## config.mk

```make
export PLATFORM = sky130hd
export DESIGN_NAME = mod_seq_ctrl
export DESIGN_NICKNAME = d
export VERILOG_FILES = /design/src/rtl/mod_seq_ctrl.sv
export SDC_FILE = /design/constraint.sdc
export NUM_CORES = 1
export LEC_CHECK = 0
export BUFFER_PORTS_ARGS = -buffer_cell sky130_fd_sc_hd__clkbuf_2
export CORE_MARGIN = 4
export CORE_UTILIZATION = 53
export CTS_BUF_LIST = sky130_fd_sc_hd__clkbuf_2 sky130_fd_sc_hd__clkbuf_4 sky130_fd_sc_hd__clkbuf_8
export CTS_CLUSTER_DIAMETER = 60
export CTS_CLUSTER_SIZE = 10
export DETAILED_ROUTE_END_ITERATION = 8
export PLACE_DENSITY_LB_ADDON = 0.2
export SLEW_MARGIN = 20
export SYNTH_ARGS = -nofsm -noshare
export SYNTH_HDL_FRONTEND = slang
export SYNTH_SLANG_ARGS = --single-unit
```

## constraint.sdc

```tcl
create_clock -name clk -period 2.3 [get_ports clk]
set_input_delay 0.23 -clock clk [delete_from_list [all_inputs] [get_ports clk]]
set_output_delay 0.23 -clock clk [all_outputs]
set_load 0.03 [all_outputs]
```

## src/rtl/mod_seq_ctrl.sv

```systemverilog
// mod_seq_ctrl: baud/phase sequencer for the PRBS + polyphase FIR transmit chain, with burst/continuous runs and zero-symbol flush.
module mod_seq_ctrl #(
  parameter int OVER_SAMP = 8,
  parameter int N_BAUDS   = 7,
  parameter int NB_LEN    = 16
) (
  input  logic                         clk,
  input  logic                         rst,
  input  logic                         i_enable,
  input  logic                         i_start,
  input  logic                         i_stop,
  input  logic                         i_mode,
  input  logic [NB_LEN-1:0]            i_burst_len,
  output logic                         o_valid,
  output logic [$clog2(OVER_SAMP)-1:0] o_phase,
  output logic                         o_prbs_enable,
  output logic                         o_fir_enable,
  output logic                         o_zero_sym,
  output logic                         o_busy,
  output logic                         o_done
);
  localparam int PW = $clog2(OVER_SAMP);
  typedef enum logic [1:0] {IDLE, RUN, FLUSH, DONE} state_t;
  state_t            state;
  logic [PW-1:0]     phase;
  logic [NB_LEN-1:0] cnt, len_q;
  logic              mode_q, stop_pend;
  logic              last, active;
  assign last   = phase == PW'(OVER_SAMP - 1);
  assign active = state == RUN || state == FLUSH;
  always_ff @(posedge clk) begin
    if (!rst) begin
      state     <= IDLE;
      phase     <= '0;
      cnt       <= '0;
      len_q     <= '0;
      mode_q    <= 1'b0;
      stop_pend <= 1'b0;
    end else if (i_enable) begin
      case (state)
        IDLE: if (i_start && (i_mode || i_burst_len != '0)) begin
          len_q  <= i_burst_len;
          mode_q <= i_mode;
          phase  <= '0;
          cnt    <= NB_LEN'(1);
          state  <= RUN;
        end
        RUN: begin
          phase <= phase + 1'b1;
          if (last) begin
            // a stop seen on the final phase still ends this baud, never a later one
            if ((!mode_q && cnt == len_q) || stop_pend || i_stop) begin
              state     <= FLUSH;
              cnt       <= NB_LEN'(1);
              stop_pend <= 1'b0;
            end else
              cnt <= cnt + 1'b1;
          end else if (i_stop)
            stop_pend <= 1'b1;
        end
        FLUSH: begin
          phase <= phase + 1'b1;
          if (last) begin
            if (cnt == NB_LEN'(N_BAUDS)) state <= DONE;
            else cnt <= cnt + 1'b1;
          end
        end
        default: state <= IDLE;
      endcase
    end
  end
  assign o_phase       = phase;
  assign o_valid       = active && phase == '0 && i_enable;
  assign o_prbs_enable = state == RUN && phase == '0 && i_enable;
  assign o_fir_enable  = active && i_enable;
  assign o_zero_sym    = state == FLUSH;
  assign o_busy        = state != IDLE;
  assign o_done        = state == DONE && i_enable;
endmodule

```

## Word-level counts from Yosys, hierarchy flattened

Index checks and enable logic that the tools add are counted.
Widths: inputs -> output; s select.

| storage, ports and cells | value |
|---|---|
| register bits | 39 |
| output and inout bits | 9 |

| cells by class | value |
|---|---|
| $add $sub $neg | 2 |
| eq/ne operators | 13 |
| muxes and demuxes | 17 |
| reduce and logical (&&, ||, !) cells | 26 |

Operator list:

| operator | count |
|---|---|
| $mux 16 | 5 |
| $pmux 16 s3 | 1 |
| $add 16x1->16 const B | 1 |
| $eq 16x16->1 | 1 |
| $eq 16x3->1 const B | 1 |
| $reduce_bool 16->1 | 1 |
| $reduce_and 6->1 | 2 |
| $mux 2 | 5 |
| $logic_and 1x1->1 | 8 |
| $ne 2x1->1 const B | 4 |
| $ne 2x2->1 const B | 3 |
| $pmux 2 s3 | 1 |
| $pmux 3 s2 | 1 |
| $reduce_and 3->1 | 2 |
| $reduce_bool 2->1 | 3 |
| $eq 2x2->1 const B | 2 |
| $logic_or 1x1->1 | 4 |
| $reduce_and 4->1 | 1 |
| $add 3x1->3 const B | 1 |
| $eq 3x3->1 const B | 1 |
| $logic_not 3->1 | 1 |
| $mux 1 | 3 |
| $mux 3 | 1 |
| $reduce_bool 3->1 | 1 |
| other kinds (4) | 4 |

## Depth between registers and ports, before layout

| logic depth | value |
|---|---|
| word-level depth | 7 |
| depth in mapped cells | 10 |
| depth with buffers taken out | 8 |

## Least setup slack after synthesis

OpenSTA, ideal clock, no wires.

| path | value |
|---|---|
| path kind | reg2reg |
| start point | register cnt[10] |
| end point | register cnt[5] |
| data arrival time | 2.057 ns |
| path slack | 0.126 ns |
| stages on the path, launching flop included | 9 |
| buffers on the path | 2 |
| clock period less this slack | 2.174 ns |
| path through | dfxtp_1 or4_1 nor4_2 a31oi_1 and2_1 buf_6 and3_4 buf_6 a22o_1 |

| on the way | value |
|---|---|
| word-level cells in the longest chain between the ends | 7 |
| elaborated cells on any way between the ends | 10 |
| classes of those cells | eq/ne: 3; mux: 3; reduce/logical: 4 |

Ends and longest elaborated chain:

| item | RTL line | text |
|---|---|---|
| start, declared | 26 | `logic [NB_LEN-1:0] cnt, len_q;` |
| start signal, assigned | 57 | `cnt <= cnt + 1'b1;` |
| start signal, assigned | 65 | `else cnt <= cnt + 1'b1;` |
| $eq 16x16->1 | 52 | `if ((!mode_q && cnt == len_q) \|\| stop_pend \|\| i_stop) begin` |
| $logic_and 1x1->1 | 52 |  |
| $logic_or 1x1->1 (2 in series) | 52 |  |
| $mux 16 | 52 |  |
| $mux 16 | 50 | `if (last) begin` |
| $pmux 16 s3 | 40 | `case (state)` |

Several ways; a longest one is shown, not always the timed one. The select of a mux whose other input is x is not followed.
A chain may end at the register's enable or synchronous reset.

## Worst setup path after layout

| path | value |
|---|---|
| start point | register cnt[11] |
| end point | register cnt[11] |

| on the way | value |
|---|---|
| word-level cells in the longest chain between the ends | 7 |
| elaborated cells on any way between the ends | 13 |
| classes of those cells | add/sub: 1; eq/ne: 3; mux: 5; reduce/logical: 4 |

Ends and longest elaborated chain:

| item |
|---|
| branches (longest 7 deep; another with $add 16x1->16) |

Several ways; the timed one is not identified. The select of a mux whose other input is x is not followed.

==> flow_summary.json <==
{
  "grt_pass1_vias": 1813,
  "ys.flop_type": "dfxtp_1",
  "clk_pin_slew_ns": 0.08,
  "start_util_pct": 54.9,
  "die_w_um": 72.4,
  "clock.fmax_mhz": 459,
  "numClockSinks": 39,
  "syn_area_um2": 2190,
  "clockPowerShare_pct": 27.0,
  "dp.cells": 337,
  "synth_seq_area_share_pct": 35.6,
  "drive_above_1_share_pct": 22.7,
  "powerDensity_nw_per_um2": 679,
  "cts-buffers-inserted": 5,
  "dp_hpwl_mm": 3.93,
  "drt_iter0_drc": 108,
  "ys_warn_count": 0,
  "vias": 1983,
  "nNetsFinal": 325,
  "critPathMaxFanout": 10,
  "antenna_found_initial": 0,
  "coreArea_um2": 4000,
  "async_reset_ff_share_pct": 0,
  "endpoint_kind": "register",
  "area_delta_synth_final_pct": 15.3,
  "outcome": "complete, no violations",
  "cts.path.max_buffers": 2,
  "post-route-period-util_pct": 94.8,
  "comb_power_share_pct": 29.1,
  "via_per_inst": 5.75,
  "layout.cells.non_filler": 345,
  "leakage_uw": 0.00121,
  "hold_buffers": 0,
  "drt-pass1-iter-count": 4,
  "n_antenna_cell": 0,
  "clock_skew_ns": 0.00513,
  "cts_max_level": 2,
  "grtUsageTotal_pct": 20.5,
  "power_uw": 1720,
  "finalCriticalPeriod_ns": 2.18,
  "wl_mm": 5.10,
  "grt_max_degree": 24,
  "dieHeight_um": 72.4,
  "rsz0062_at_grt": "false",
  "grt_overflow": 0,
  "syn_inst": 257,
  "cts-root-buf": "clkbuf_8",
  "core.rowCount": 23,
  "cts_tree": "yes",
  "sequentialPowerShare_pct": 43.9,
  "place_congestion": 0.876,
  "tns_ns": 0,
  "p_int_uw": 1140,
  "required_ns": 2.49,
  "io_pins": 31,
  "ant_nets": 0,
  "avgRoutedWirePerCell_um": 14.8,
  "slew_headroom_pct": 71.5,
  "setup_viol": 0,
  "yosysUniqueCellTypes": 42,
  "drv_slew": 0,
  "cts_resized": 0,
  "synth.avg_cell_area_um2": 8.54,
  "postCtsSetupBuffers": 0,
  "vdd_ir_drop_max_v": 0.000562,
  "die_area_um2": 5230,
  "max_cap_violations": 0,
  "clock_latency_ns": 0.29,
  "synth_edf_count": 0,
  "p_sw_uw": 582,
  "hold_class": "in2reg",
  "timing_worst_slew_pin_value_ns": 0.423,
  "ys_seq_elements": 39,
  "arrival_ns": 2.37,
  "hold_viol": 0,
  "critical_path_class": "reg2reg",
  "grt_pass1_wl_mm": 8.42,
  "synth_fp_nets": 288,
  "drc": 0,
  "io_buffers": 30,
  "start_kind": "register",
  "sw_frac_of_total_pct": 33.8
}
cells by family after synthesis:
group           after synthesis  synth area share [%]
compound gates               43                  15.5
xor+xnor                     16                  6.39
fa+ha+maj                     9                  5.13
buf+inv                      22                  4.56
flops                        39                  35.6
mux                          20                  9.12
simple gates                108                  23.8
power by group through the flow:
stage / Clock, µW / Sequential [µW] / Combinational (µW)
4_1_cts: 474 / 755 / 500
2_1_floorplan: 0 / 764 / 362
6_report: 465 / 755 / 500
3_5_place_dp: 0 / 771 / 497
5_1_grt: 505 / 759 / 550
3_3_place_gp: 0 / 769 / 494
per-stage QoR:
step / utilization (%) / hold slack [ns] / setup WS, ns / instance area [µm²]
4_1_cts: 63.2 / 0.178 / 0.0930 / 2530
5_1_grt: 63.3 / 0.175 / 0.0320 / 2530
6_report: 63.3 / 0.177 / 0.121 / 2530
3_3_place_gp: 61.0 / 0.476 / 0.155 / 2440
3_5_place_dp: 61.0 / 0.485 / 0.109 / 2440
2_1_floorplan: - / 0.349 / 0.126 / 2190
Yosys cell counts (all sizes together) (2+ instances only):
cell type | n | area [µm²]
nor4 | 7 | 50.1
buf | 5 | 36.3
clkbuf | 7 | 26.3
a31oi | 7 | 43.8
xor2 | 12 | 105
nand4 | 5 | 31.3
or4 | 3 | 22.5
and3 | 3 | 23.8
a22o | 9 | 78.8
ha | 9 | 113
o31a | 2 | 17.5
inv | 10 | 37.5
or3 | 4 | 25.0
nand3 | 16 | 80.1
mux2i | 20 | 200
or2 | 2 | 12.5
a31o | 9 | 78.8
o21ai | 2 | 10.0
nor2 | 38 | 143
and2 | 2 | 12.5
a21oi | 4 | 23.8
nand2 | 22 | 82.6
xnor2 | 4 | 35.0
nor3 | 3 | 15.0
o211ai | 2 | 15.0
dfxtp | 39 | 781
final cells by class:
class / count / area [µm²]
Clock buffer: 5 / 68.8
Clock inverter: 3 / 20.0
Fill cell: 364 / 1470
Inverter: 10 / 37.5
Multi-Input combinational cell: 196 / 1320
Sequential cell: 39 / 781
Tap cell: 50 / 62.6
Timing Repair Buffer: 42 / 240
routing by layer:
metal | track usage (%) | vias to the layer above | wire length, µm
li1 | - | 1001 | -
met1 | 26.6 | 925 | 2350
met2 | 33.9 | 51 | 2440
met3 | 4.57 | 6 | 263
met4 | 6.26 | 0 | 45
met5 | 0 | - | 0
worst max-delay path, cell delays in order (launching register included):
cell	delay (ns)
dfxtp_1	0.38
or4_1	0.55
nor4_2	0.31
a31oi_1	0.19
and2_1	0.21
and3_4	0.22
a22o_1	0.22
cell usage in the layout (no fill, tap or decap), types with 3 or more instances in the layout:
cell type  instances
xnor2_1            4
nor2_1            38
nand2_1           22
dfxtp_1           39
or3_1              4
a22o_1             9
nor3_1             3
buf_4             12
a31o_2             9
xor2_1            12
clkbuf_8           5
inv_1             10
ha_1               9
clkbuf_2          30
mux2i_1           20
nand4_1            5
or4_1              3
nand3_1           16
a21oi_1            3
a31oi_1            7
nor4_1             6
registers in the layout, summed over array words and instances, names as in the netlist:
| register | cells |
|---|---|
| mode_q | 1 |
| stop_pend | 1 |
| cnt | 16 |
| len_q | 16 |
| o_phase | 3 |
| state | 2 |
path summary, 6_finish.rpt:
path / start / to / slack (ns) / cells after the start
hold reg to reg: o_phase[1] / o_phase[1] / 0.49 / 2
hold / removal: i_burst_len[4] / len_q[4] / 0.18 / 3
setup reg to reg: cnt[11] / cnt[11] / 0.12 / 6
setup / recovery: cnt[11] / cnt[11] / 0.12 / 6
Note: power is estimated with default switching activity, not from simulation.
